$ cat src/rtl/elevator_controller.sv
// ----------------------------------------------------------------------------
// elevator_controller
//   Controller for a single 8-floor elevator car. It latches call buttons into
//   a pending-call vector, tracks car position, and sequences motion with a SCAN
//   policy: keep going while calls lie ahead, otherwise reverse. Each stop gets
//   a fixed door dwell.
//
// Parameters
//   TRAVEL_CYCLES  clock cycles spent moving between adjacent floors (1..255)
//   DOOR_CYCLES    clock cycles the door stays open per stop (1..255)
//
// Ports
//   clock          system clock, rising edge
//   reset          asynchronous active-high reset
//   call_req[7:0]  call request, one bit per floor (pulse or level)
//   current_floor  registered car position, 0..7
//   calls_pending  registered pending-call vector
//   moving         1 while in UP or DOWN
//   going_up       direction register (last or current travel direction)
//   door_open      1 while in DOOR
//   state          IDLE=0, UP=1, DOWN=2, DOOR=3
// ----------------------------------------------------------------------------
module elevator_controller #(
   parameter int unsigned TRAVEL_CYCLES = 4,
   parameter int unsigned DOOR_CYCLES   = 6
) (
   input  logic       clock,
   input  logic       reset,
   input  logic [7:0] call_req,
   output logic [2:0] current_floor,
   output logic [7:0] calls_pending,
   output logic       moving,
   output logic       going_up,
   output logic       door_open,
   output logic [1:0] state
);

   localparam int unsigned FLOORS = 8;
   localparam int unsigned FW     = 3;
   localparam int unsigned TW     = 8;

   typedef enum logic [1:0] {
      IDLE = 2'd0,
      UP   = 2'd1,
      DOWN = 2'd2,
      DOOR = 2'd3
   } state_t;

   state_t            st;
   logic [TW-1:0]     travel_timer;
   logic [TW-1:0]     door_timer;

   logic [FW-1:0]     eval_floor;
   logic              decide_now;
   logic              above;
   logic              below;
   logic              here;
   state_t            dec_state;
   logic              dec_up;
   logic [FLOORS-1:0] req_masked;
   logic [FLOORS-1:0] pend_set;

   assign state = st;

   // Decision points and the floor the decision is taken for: in motion this
   // is the arrival floor, so the car can open its door on the arrival edge.
   always_comb begin
      eval_floor = current_floor;
      decide_now = 1'b0;
      case (st)
         IDLE: decide_now = 1'b1;
         UP: begin
            decide_now = (travel_timer == '0);
            if (decide_now) eval_floor = current_floor + FW'(1);
         end
         DOWN: begin
            decide_now = (travel_timer == '0);
            if (decide_now) eval_floor = current_floor - FW'(1);
         end
         DOOR: decide_now = (door_timer == '0);
         default: decide_now = 1'b0;
      endcase
   end

   // Partition the registered call vector around the evaluation floor.
   always_comb begin
      above = 1'b0;
      below = 1'b0;
      here  = 1'b0;
      for (int i = 0; i < FLOORS; i++) begin
         if (calls_pending[i]) begin
            if (FW'(i) > eval_floor)      above = 1'b1;
            else if (FW'(i) < eval_floor) below = 1'b1;
            else                          here  = 1'b1;
         end
      end
   end

   // SCAN decision: serve here, keep direction while calls lie ahead, else reverse.
   always_comb begin
      dec_state = IDLE;
      dec_up    = going_up;
      if (here) begin
         dec_state = DOOR;
      end else if (going_up && above) begin
         dec_state = UP;
      end else if (!going_up && below) begin
         dec_state = DOWN;
      end else if (above) begin
         dec_state = UP;
         dec_up    = 1'b1;
      end else if (below) begin
         dec_state = DOWN;
         dec_up    = 1'b0;
      end
   end

   // A call for the floor whose door is already open is simply dropped.
   always_comb begin
      req_masked = call_req;
      if (st == DOOR) req_masked[current_floor] = 1'b0;
      pend_set = calls_pending | req_masked;
   end

   // State, position, timers and registered status outputs.
   always_ff @(posedge clock or posedge reset) begin
      if (reset) begin
         st            <= IDLE;
         current_floor <= '0;
         calls_pending <= '0;
         going_up      <= 1'b1;
         moving        <= 1'b0;
         door_open     <= 1'b0;
         travel_timer  <= '0;
         door_timer    <= '0;
      end else begin
         calls_pending <= pend_set;
         case (st)
            UP, DOWN: if (travel_timer != '0) travel_timer <= travel_timer - TW'(1);
            DOOR:     if (door_timer != '0)   door_timer   <= door_timer - TW'(1);
            default: ;
         endcase
         if (decide_now) begin
            st            <= dec_state;
            going_up      <= dec_up;
            current_floor <= eval_floor;
            moving        <= (dec_state == UP) || (dec_state == DOWN);
            door_open     <= (dec_state == DOOR);
            if (dec_state == DOOR) begin
               door_timer <= TW'(DOOR_CYCLES - 1);
               // Clearing the served floor overrides a same-cycle request for it.
               calls_pending <= pend_set & ~(FLOORS'(1) << eval_floor);
            end
            if ((dec_state == UP) || (dec_state == DOWN))
               travel_timer <= TW'(TRAVEL_CYCLES - 1);
         end
      end
   end

   // Motion is only ever started toward a pending call, so the car never runs
   // off either end of the shaft.
   assert property (@(posedge clock) disable iff (reset)
      !((st == UP) && (travel_timer == '0) && (current_floor == 3'd7)));
   assert property (@(posedge clock) disable iff (reset)
      !((st == DOWN) && (travel_timer == '0) && (current_floor == 3'd0)));

endmodule

$ cat config.mk
export PLATFORM = sky130hd
export DESIGN_NAME = elevator_controller
export DESIGN_NICKNAME = d
export VERILOG_FILES = /design/src/rtl/elevator_controller.sv
export SDC_FILE = /design/constraint.sdc
export NUM_CORES = 1
export LEC_CHECK = 0
export CAP_MARGIN = 20
export CELL_PAD_IN_SITES_DETAIL_PLACEMENT = 2
export CELL_PAD_IN_SITES_GLOBAL_PLACEMENT = 2
export CORE_MARGIN = 2
export CORE_UTILIZATION = 25
export DETAILED_ROUTE_END_ITERATION = 12
export PLACE_DENSITY = 0.66
export SLEW_MARGIN = 10
export SYNTH_ARGS = -nofsm -noshare
export SYNTH_HDL_FRONTEND = slang
export SYNTH_SLANG_ARGS = --single-unit
$ cat constraint.sdc
create_clock -name clock -period 4.3 [get_ports clock]
set_input_delay 0.86 -clock clock [delete_from_list [all_inputs] [get_ports clock]]
set_output_delay 0.86 -clock clock [all_outputs]
set_load 0.01 [all_outputs]
## After elaboration in Yosys (flattened, before gate mapping)

Cells that the tools add are included.

- Flip-flop bits (word level): 32
- Bits in latches: 0
- RAM bits: 0
- Memory bits (read-only): 0
- Input bits: 10
- Output and inout port bits: 16
- Word-level logic and storage cells: 146
- Memories: 0

- Add/sub/neg operators: 4
- Multipliers: 0
- Div/mod/pow operators: 0
- $lt $le $gt $ge: 18
- Eq/ne operators: 6
- Shifts and indexed selects: 1
- Multiplexer cells: 88
- Bitwise operators: 8
- Reductions and logical operators: 13

Operator list:

| operator | number |
|---|---|
| $mux 8 | 11 |
| $mux 1 | 67 |
| $and 8x8->8 | 2 |
| $logic_not 8->1 | 2 |
| $not 8->8 | 2 |
| $reduce_bool 8->1 | 2 |
| $sub 8x1->8 const B | 2 |
| $gt 3x3->1 const A | 4 |
| $lt 3x3->1 const A | 4 |
| $mux 2 | 5 |
| $eq 2x2->1 const B | 4 |
| $or 8x8->8 | 1 |
| $shl 1x3->8 const A | 1 |
| $gt 1x3->1 const A | 2 |
| $gt 2x3->1 const A | 2 |
| $lt 1x3->1 const A | 2 |
| $lt 2x3->1 const A | 2 |
| $mux 3 | 2 |
| $pmux 3 s2 | 1 |
| $reduce_and 5->1 | 1 |
| $eq 2x1->1 const B | 2 |
| $lt 3x4->1 const B | 1 |
| $add 3x1->3 const B | 1 |
| $demux 1 s3 | 1 |
| 10 further kinds | 14 |

## Logic depth before layout (Yosys ltp)

Gate-level depths: netlist of the first run.

- Depth after elaboration: 37
- Depth in mapped cells: 14
- Gate-level depth less buffers: 13

## Least setup slack after synthesis of the first run

Ideal clock, no wire load.

- Path kind: register -> register
- Start: register st[0] (netlist: state[0])
- End: register travel_timer[2]
- Setup time: 0.072 ns
- Data arrival time: 3.431 ns
- Setup slack: 0.797 ns
- Stages on the path, launching flop included: 13
- Buffers on the path: 0
- Period minus slack after synthesis: 3.503 ns
- Cells stage by stage: dfrtp_1 -> inv_1 -> ha_1 -> nor4b_1 -> a31oi_1 -> a41oi_4 -> mux4_2 -> a221oi_4 -> nand2_1 -> ha_1 -> nand2_1 -> nand2_1 -> nor2_1

RTL lines:

| what | RTL line | text |
|---|---|---|
| start: declaration | 49 | `state_t st;` |
| start signal: assignment | 144 | `st <= dec_state;` |
| $eq 2x2->1 or $eq 2x1->1 (tied branches) | 70 | `case (st)` |
| $pmux 3 s2 * | 70 |  |
| $lt 1x3->1 | 93 | `else if (FW'(i) < eval_floor) below = 1'b1;` |
| $mux 1 | 93 |  |
| $mux 1 | 92 | `if (FW'(i) > eval_floor) above = 1'b1;` |
| $mux 1 | 91 | `if (calls_pending[i]) begin` |
| $mux 1 | 93 |  |
| $mux 1 | 92 |  |
| (+20 left out) | -- |  |
| $mux 2 | 107 | `end else if (!going_up && below) begin` |
| $mux 2 | 105 | `end else if (going_up && above) begin` |
| $mux 2 * | 103 | `if (here) begin` |
| net dec_state[0] | 58 | `state_t dec_state;` |
| $eq 2x1->1 or $eq 2x2->1 (tied branches) | 154 | `if ((dec_state == UP) \|\| (dec_state == DOWN))` |
| $logic_or 1x1->1 * | 154 |  |
| $mux 8 * | 154 |  |
| $mux 8 * | 143 | `if (decide_now) begin` |
| end signal: assignment | 139 | `UP, DOWN: if (travel_timer != '0) travel_timer <= travel_timer - TW'(1);` |
| end signal: assignment | 155 | `travel_timer <= TW'(TRAVEL_CYCLES - 1);` |
| end: declaration | 50 | `logic [TW-1:0] travel_timer;` |

Mark *: on every way through the listed nets, which the timed path passes. The rest lies on a longest branch.
A chain may end at the register's enable or synchronous reset.

## Worst setup path after layout of the first run

- Start: register st[0] (netlist: state[0])
- End: register calls_pending[4]

- Longest elaborated chain between the ends: 35

Ends and longest elaborated chain:

| what | RTL line | text |
|---|---|---|
| $eq 2x2->1 or $eq 2x1->1 (tied branches) | 70 |  |
| $pmux 3 s2 * | 70 |  |
| $lt 1x3->1 | 93 |  |
| $mux 1 | 93 |  |
| $mux 1 | 92 |  |
| $mux 1 | 91 |  |
| $mux 1 | 93 |  |
| $mux 1 | 92 |  |
| (+20 left out) | -- |  |
| $mux 2 | 109 | `end else if (above) begin` |
| $mux 2 | 107 |  |
| $mux 2 | 105 |  |
| $mux 2 * | 103 |  |
| net dec_state[1] | 58 |  |
| $eq 2x2->1 * | 149 | `if (dec_state == DOOR) begin` |
| $mux 8 * | 149 |  |
| $mux 8 * | 143 |  |
| end signal: assignment | 137 | `calls_pending <= pend_set;` |
| end signal: assignment | 152 | `calls_pending <= pend_set & ~(FLOORS'(1) << eval_floor);` |
| end: declaration | 31 | `output logic [7:0] calls_pending,` |

Marked as above.

==> flow_summary.json, run 1 <==
{
  "rsz0062_at_grt": "no",
  "leakagePower_nw": 1.059,
  "start_util_pct": 26.11,
  "place_area_sq_um": 2450,
  "worst_pin_slew_ns": 0.5429,
  "first_global_vias": 1944,
  "gr-usage-all-layers_pct": 16.21,
  "vias": 1851,
  "core_sq_um": 7807,
  "peakVddDrop_v": 0.0001460,
  "synth-compound-area-share_pct": 19.89,
  "antenna_found_initial": 0,
  "period_share_pct": 92.02,
  "setup_tns_ns": 0,
  "holdPathStages": 2,
  "critical_path_class": "reg2reg",
  "ctsHoldBuffers": 0,
  "routed_via_density": 5.016,
  "power_w": 0.001654,
  "async_flop_share_pct": 100.0,
  "synth_top_family_by_area": "simple AND/OR/NAND/NOR gates",
  "die_x_um": 94.29,
  "ant_nets": 0,
  "path_buf_inv": 1,
  "fin_ws_ns": 0.3433,
  "syn-num-nets": 246,
  "routed_wirelength_um": 6478,
  "fmax_ghz": 0.2527,
  "crit_arrival_ns": 4.12,
  "r2r_slack_ns": 0.34,
  "layout_commonest_cell": "dfrtp_1",
  "cts_sinks": 32,
  "relSlewSlack_pct": 63.30,
  "clk_pin_slew_worst_paths_ns": 0.08,
  "grt_overflow": 0,
  "portBuffers": 25,
  "period_needed_ns": 3.957,
  "synthMuxAreaShare_pct": 3.192,
  "rows": 32,
  "drive_gt1_share_pct": 13.11,
  "ios": 26,
  "yosys_warnings": 0,
  "wl_per_cell_um": 17.56,
  "status": "completed",
  "worst_setup_path_end_kind": "flop",
  "critPathMostFrequentCell": "nand2_1",
  "numCtsBuffers": 5,
  "cts-root-buf": "clkbuf_8",
  "finalMaxSlewViolations": 0,
  "critPathMaxStageDelay_ns": 0.55,
  "cp_slowest_cell": "or4b_1",
  "path_max_fanout": 8,
  "synthFlopType": "dfrtp_1",
  "cp.required_ns": 4.47,
  "synth_seq_cells": 32,
  "synth-edff-count": 0,
  "grt_pass1_wl_um": 10850,
  "powerDensity_nw_per_um2": 634.6,
  "path_cells": "inv_1, ha_2, or4b_1, or3_1, o31a_1, a221oi_1, a31oi_1, a21o_1, nand2_1, ha_1, nand2_1, nor2_1, a21oi_1",
  "layout_common_cells": "dfrtp_1, nor2_1, clkdlybuf4s50_1",
  "syn_area_sq_um": 2038,
  "final_area_sq_um": 2606,
  "clkLatencyLatePin_ns": 0.30,
  "dp_slack_ns": 0.1728,
  "synthSimpleGateAreaFrac_pct": 22.59,
  "syn2layout_area_growth_pct": 27.87,
  "min_path_type": "reg2reg",
  "tritoncts": "yes",
  "netlist_instances": 226,
  "fin_nets": 286,
  "die_y_um": 94.29,
  "cts_max_level": 2,
  "n_antenna_cell": 0,
  "startpoint_type": "flop",
  "final_util_pct": 33.38,
  "ff2ff_path_depth": 13,
  "place_congestion": 0.8089,
  "max_cap_viol_count": 0,
  "grt_start_max_net_pins": 33,
  "path_delay_family": "simple AND/OR/NAND/NOR gates",
  "drtPass1Iterations": 4,
  "fin_skew_ns": 0.007286,
  "clock_path_buffers": 2,
  "synth-seq-area-share_pct": 39.35,
  "drt-initial-drc-count": 79,
  "die_area_sq_um": 8891,
  "setup_viol": 0,
  "synth-xor-area-share_pct": 5.157,
  "cp_num_cells": 13,
  "ys_types": 46,
  "synthAdderAreaFrac_pct": 6.139,
  "syn_avg_cell_area_sq_um": 9.019,
  "drc_errors": 0,
  "place_hpwl_um": 4732,
  "finalHoldViolCount": 0
}
## what timing repair did
item                                    CTS  global route
endpoints found under the setup margin    0            18
setup buffers                             0             5
resized for setup                         0             4
## worst min-delay path, cell delays in order, from the launching register on
cell,delay [ns]
dfrtp_1,0.36
xnor2_1,0.08
nor2_1,0.07
## through the flow
step                hold slack (ns)  instances
finish                       0.5475        369
global route                 0.5855        369
CTS                          0.5520        364
detailed placement           0.5384        356
global placement             0.5224        356
floorplan                    0.5007        226
## final timing paths
kind                                    startpoint                          to
max in group asynchronous                    reset        going_up$_DFFE_PP1P_
hold / removal             door_timer[5]$_DFF_PP0_     door_timer[5]$_DFF_PP0_
hold reg to reg            door_timer[5]$_DFF_PP0_     door_timer[5]$_DFF_PP0_
setup reg to reg              state[0]$_DFFE_PP0N_  calls_pending[4]$_DFF_PP0_
min in group asynchronous                    reset          moving$_DFFE_PP0N_
setup / recovery              state[0]$_DFFE_PP0N_  calls_pending[4]$_DFF_PP0_
## layout make-up
| type | count | area, sq um |
|---|---|---|
| tap | 102 | 127.6 |
| inverter | 13 | 48.80 |
| clock inverter | 2 | 35.03 |
| clock buffer | 6 | 72.57 |
| sequential | 32 | 802.0 |
| fill | 889 | 5201 |
| timing repair buffer | 38 | 347.8 |
| multi-input combinational | 176 | 1172 |
## synth_stat cells, types with 2 or more instances
cell | instances | area (sq um)
nor4_1 | 3 | 18.77
o211ai_1 | 4 | 30.03
clkbuf_1 | 4 | 15.01
or4b_1 | 2 | 20.02
a22oi_1 | 3 | 22.52
inv_1 | 13 | 48.80
mux2_2 | 2 | 22.52
o21ai_0 | 12 | 60.06
nand3_1 | 5 | 25.02
xor2_1 | 3 | 26.28
o2111ai_1 | 2 | 17.52
dfrtp_1 | 31 | 775.7
nor3_1 | 8 | 40.04
nor4b_1 | 3 | 26.28
or4_1 | 2 | 15.01
mux2i_1 | 2 | 20.02
a21oi_1 | 23 | 115.1
ha_1 | 10 | 125.1
nand2b_1 | 3 | 18.77
nand4_1 | 3 | 18.77
nor2b_1 | 4 | 25.02
or3_1 | 2 | 12.51
nor2_1 | 29 | 108.9
a31oi_1 | 2 | 12.51
nand2_1 | 22 | 82.58
xnor2_1 | 9 | 78.83
## where the power goes
part / total, W / switching [W] / internal, W
combinational: 0.000854 / 0.000486 / 0.000368
clock: 0.000299 / 0.000127 / 0.000172
sequential: 0.000500 / 0.000100 / 0.000400
total: 0.00165 / 0.000713 / 0.000941
## routing by layer
layer | wire length (um) | global-route usage, %
met5 | 0 | 0
met1 | 3247 | 23.09
met2 | 2941 | 25.06
met3 | 209 | 3.050
met4 | 80 | 4.348
## kinds of logic after synthesis
family,count (synthesis)
flops,32
buf+inv,18
mux,5
xor+xnor,12
compound gates,57
fa+ha+maj,10
simple gates,92
## sequential cells by signal, summed over array words and instances, names as in the netlist
signal         flops
travel_timer       8
door_timer         8
current_floor      3
going_up           1
state              2
door_open          1
moving             1
calls_pending      8
No activity file was read; power rests on OpenSTA's default activity.
==> run 2, diff against run 1 <==
- TNS_END_PERCENT: unset -> 5
==> run 2 against run 1 <==
Against the previous run: clock-buffer cell count unchanged; utilization decreased by 0.45 points; worst setup slack improved by 0.050 ns; critical path depth unchanged; worst hold slack about the same; critical path type unchanged.
==> flow_summary.json, run 2 (synthesis results as in run 1) <==
{
  "core_sq_um": 7807,
  "routed_via_density": 5.041,
  "finalHoldViolCount": 0,
  "leakagePower_nw": 1.032,
  "worst_pin_slew_ns": 0.5414,
  "finalMaxSlewViolations": 0,
  "peakVddDrop_v": 0.0001457,
  "n_antenna_cell": 0,
  "path_buf_inv": 2,
  "cp_slowest_cell": "mux4_2",
  "cp.required_ns": 4.53,
  "layout_commonest_cell": "dfrtp_1",
  "setup_viol": 0,
  "tritoncts": "yes",
  "die_area_sq_um": 8891,
  "drive_gt1_share_pct": 11.83,
  "relSlewSlack_pct": 63.40,
  "period_share_pct": 90.85,
  "path_max_fanout": 10,
  "wl_per_cell_um": 17.63,
  "grt_start_max_net_pins": 33,
  "start_util_pct": 26.11,
  "path_cells": "inv_1, ha_2, nor4b_2, buf_4, a31oi_1, a41oi_4, mux4_2, a221oi_4, nand2_1, ha_1, nand2_1, nand2_1, nor2_1",
  "syn2layout_area_growth_pct": 26.15,
  "vias": 1835,
  "die_x_um": 94.29,
  "drtPass1Iterations": 4,
  "path_delay_family": "simple AND/OR/NAND/NOR gates",
  "antenna_found_initial": 0,
  "setup_tns_ns": 0,
  "grt_pass1_wl_um": 10850,
  "rsz0062_at_grt": "no",
  "rows": 32,
  "max_cap_viol_count": 0,
  "fin_ws_ns": 0.3936,
  "clock_path_buffers": 2,
  "worst_setup_path_end_kind": "flop",
  "portBuffers": 25,
  "layout_common_cells": "dfrtp_1, nor2_1, clkdlybuf4s50_1",
  "cts_sinks": 32,
  "routed_wirelength_um": 6419,
  "startpoint_type": "flop",
  "ant_nets": 0,
  "numCtsBuffers": 5,
  "fin_skew_ns": 0.006284,
  "fin_nets": 281,
  "place_congestion": 0.8089,
  "dp_slack_ns": 0.1728,
  "clk_pin_slew_worst_paths_ns": 0.07,
  "gr-usage-all-layers_pct": 16.21,
  "min_path_type": "reg2reg",
  "crit_arrival_ns": 4.13,
  "cts_setup_buffers": 0,
  "drc_errors": 0,
  "fmax_ghz": 0.2560,
  "critPathMaxStageDelay_ns": 0.60,
  "clkLatencyLatePin_ns": 0.30,
  "first_global_vias": 1944,
  "die_y_um": 94.29,
  "place_hpwl_um": 4732,
  "powerDensity_nw_per_um2": 640.7,
  "cts_max_level": 2,
  "period_needed_ns": 3.906,
  "drt-initial-drc-count": 89,
  "critical_path_class": "reg2reg",
  "cts-root-buf": "clkbuf_8",
  "ios": 26,
  "largestRegisters": "calls_pending x8, door_timer x8, travel_timer x8",
  "status": "completed",
  "grt_overflow": 0,
  "critPathMostFrequentCell": "nand2_1"
}
-- run 2: cell types whose count changed in the layout (fill, tap and decap cells not counted), sizes merged --
cell,delta
buf,-5
-- run 2: what timing repair did --
item	CTS	global route
hold buffers	0	0
setup endpoints to repair	0	18
resized for setup	0	5
-- run 2: path summary, 6_finish.rpt --
path                                         start                         to  slack, ns  cells after the start
setup / recovery              state[0]$_DFFE_PP0N_  travel_timer[3]$_DFF_PP0_       0.39                     13
hold / removal             door_timer[5]$_DFF_PP0_    door_timer[5]$_DFF_PP0_       0.55                      2
setup reg to reg              state[0]$_DFFE_PP0N_  travel_timer[3]$_DFF_PP0_       0.39                     13
hold reg to reg            door_timer[5]$_DFF_PP0_    door_timer[5]$_DFF_PP0_       0.55                      2
max in group asynchronous                    reset       going_up$_DFFE_PP1P_       2.99                      3
min in group asynchronous                    reset         moving$_DFFE_PP0N_       0.97                      3
-- run 2: layout make-up --
cell class                      count  area, sq um
Clock buffer                        6        72.57
Clock inverter                      2        35.03
Fill cell                         891         5236
Inverter                           13        48.80
Multi-Input combinational cell    176         1175
Sequential cell                    32        802.0
Tap cell                          102        127.6
Timing Repair Buffer               33        310.3
-- run 2: metrics by stage --
stage          instances  total power [W]  utilization [%]  cell area [sq um]  hold slack (ns)
2_1_floorplan        226         0.001077                -               2038           0.5007
3_3_place_gp         356         0.001337            31.38               2450           0.5224
3_5_place_dp         356         0.001347            31.38               2450           0.5384
4_1_cts              364         0.001668            32.76               2557           0.5520
5_1_grt              364         0.001814            32.93               2571           0.5855
6_report             364         0.001647            32.93               2571           0.5474
-- run 2: report_power, final --
group / total, W / switching [W] / internal [W] / leakage, nW
combinational: 0.000848 / 0.000485 / 0.000362 / 0.618
clock: 0.000299 / 0.000127 / 0.000172 / 0.0552
sequential: 0.000501 / 0.000100 / 0.000400 / 0.359
total: 0.00165 / 0.000713 / 0.000935 / 1.03
-- run 2: layer usage --
| metal | track usage, % | vias to the layer above | wire [um] |
|---|---|---|---|
| met4 | 4.348 | 0 | 80 |
| met2 | 25.06 | 27 | 2921 |
| met1 | 23.09 | 921 | 3213 |
| met5 | 0 | - | 0 |
| met3 | 3.050 | 6 | 203 |
| li1 | - | 881 | - |
-- run 2: worst min-delay path, cell delays in order, from the launching register on --
cell and delay (ns):
dfrtp_1 0.36, xnor2_1 0.08, nor2_1 0.07
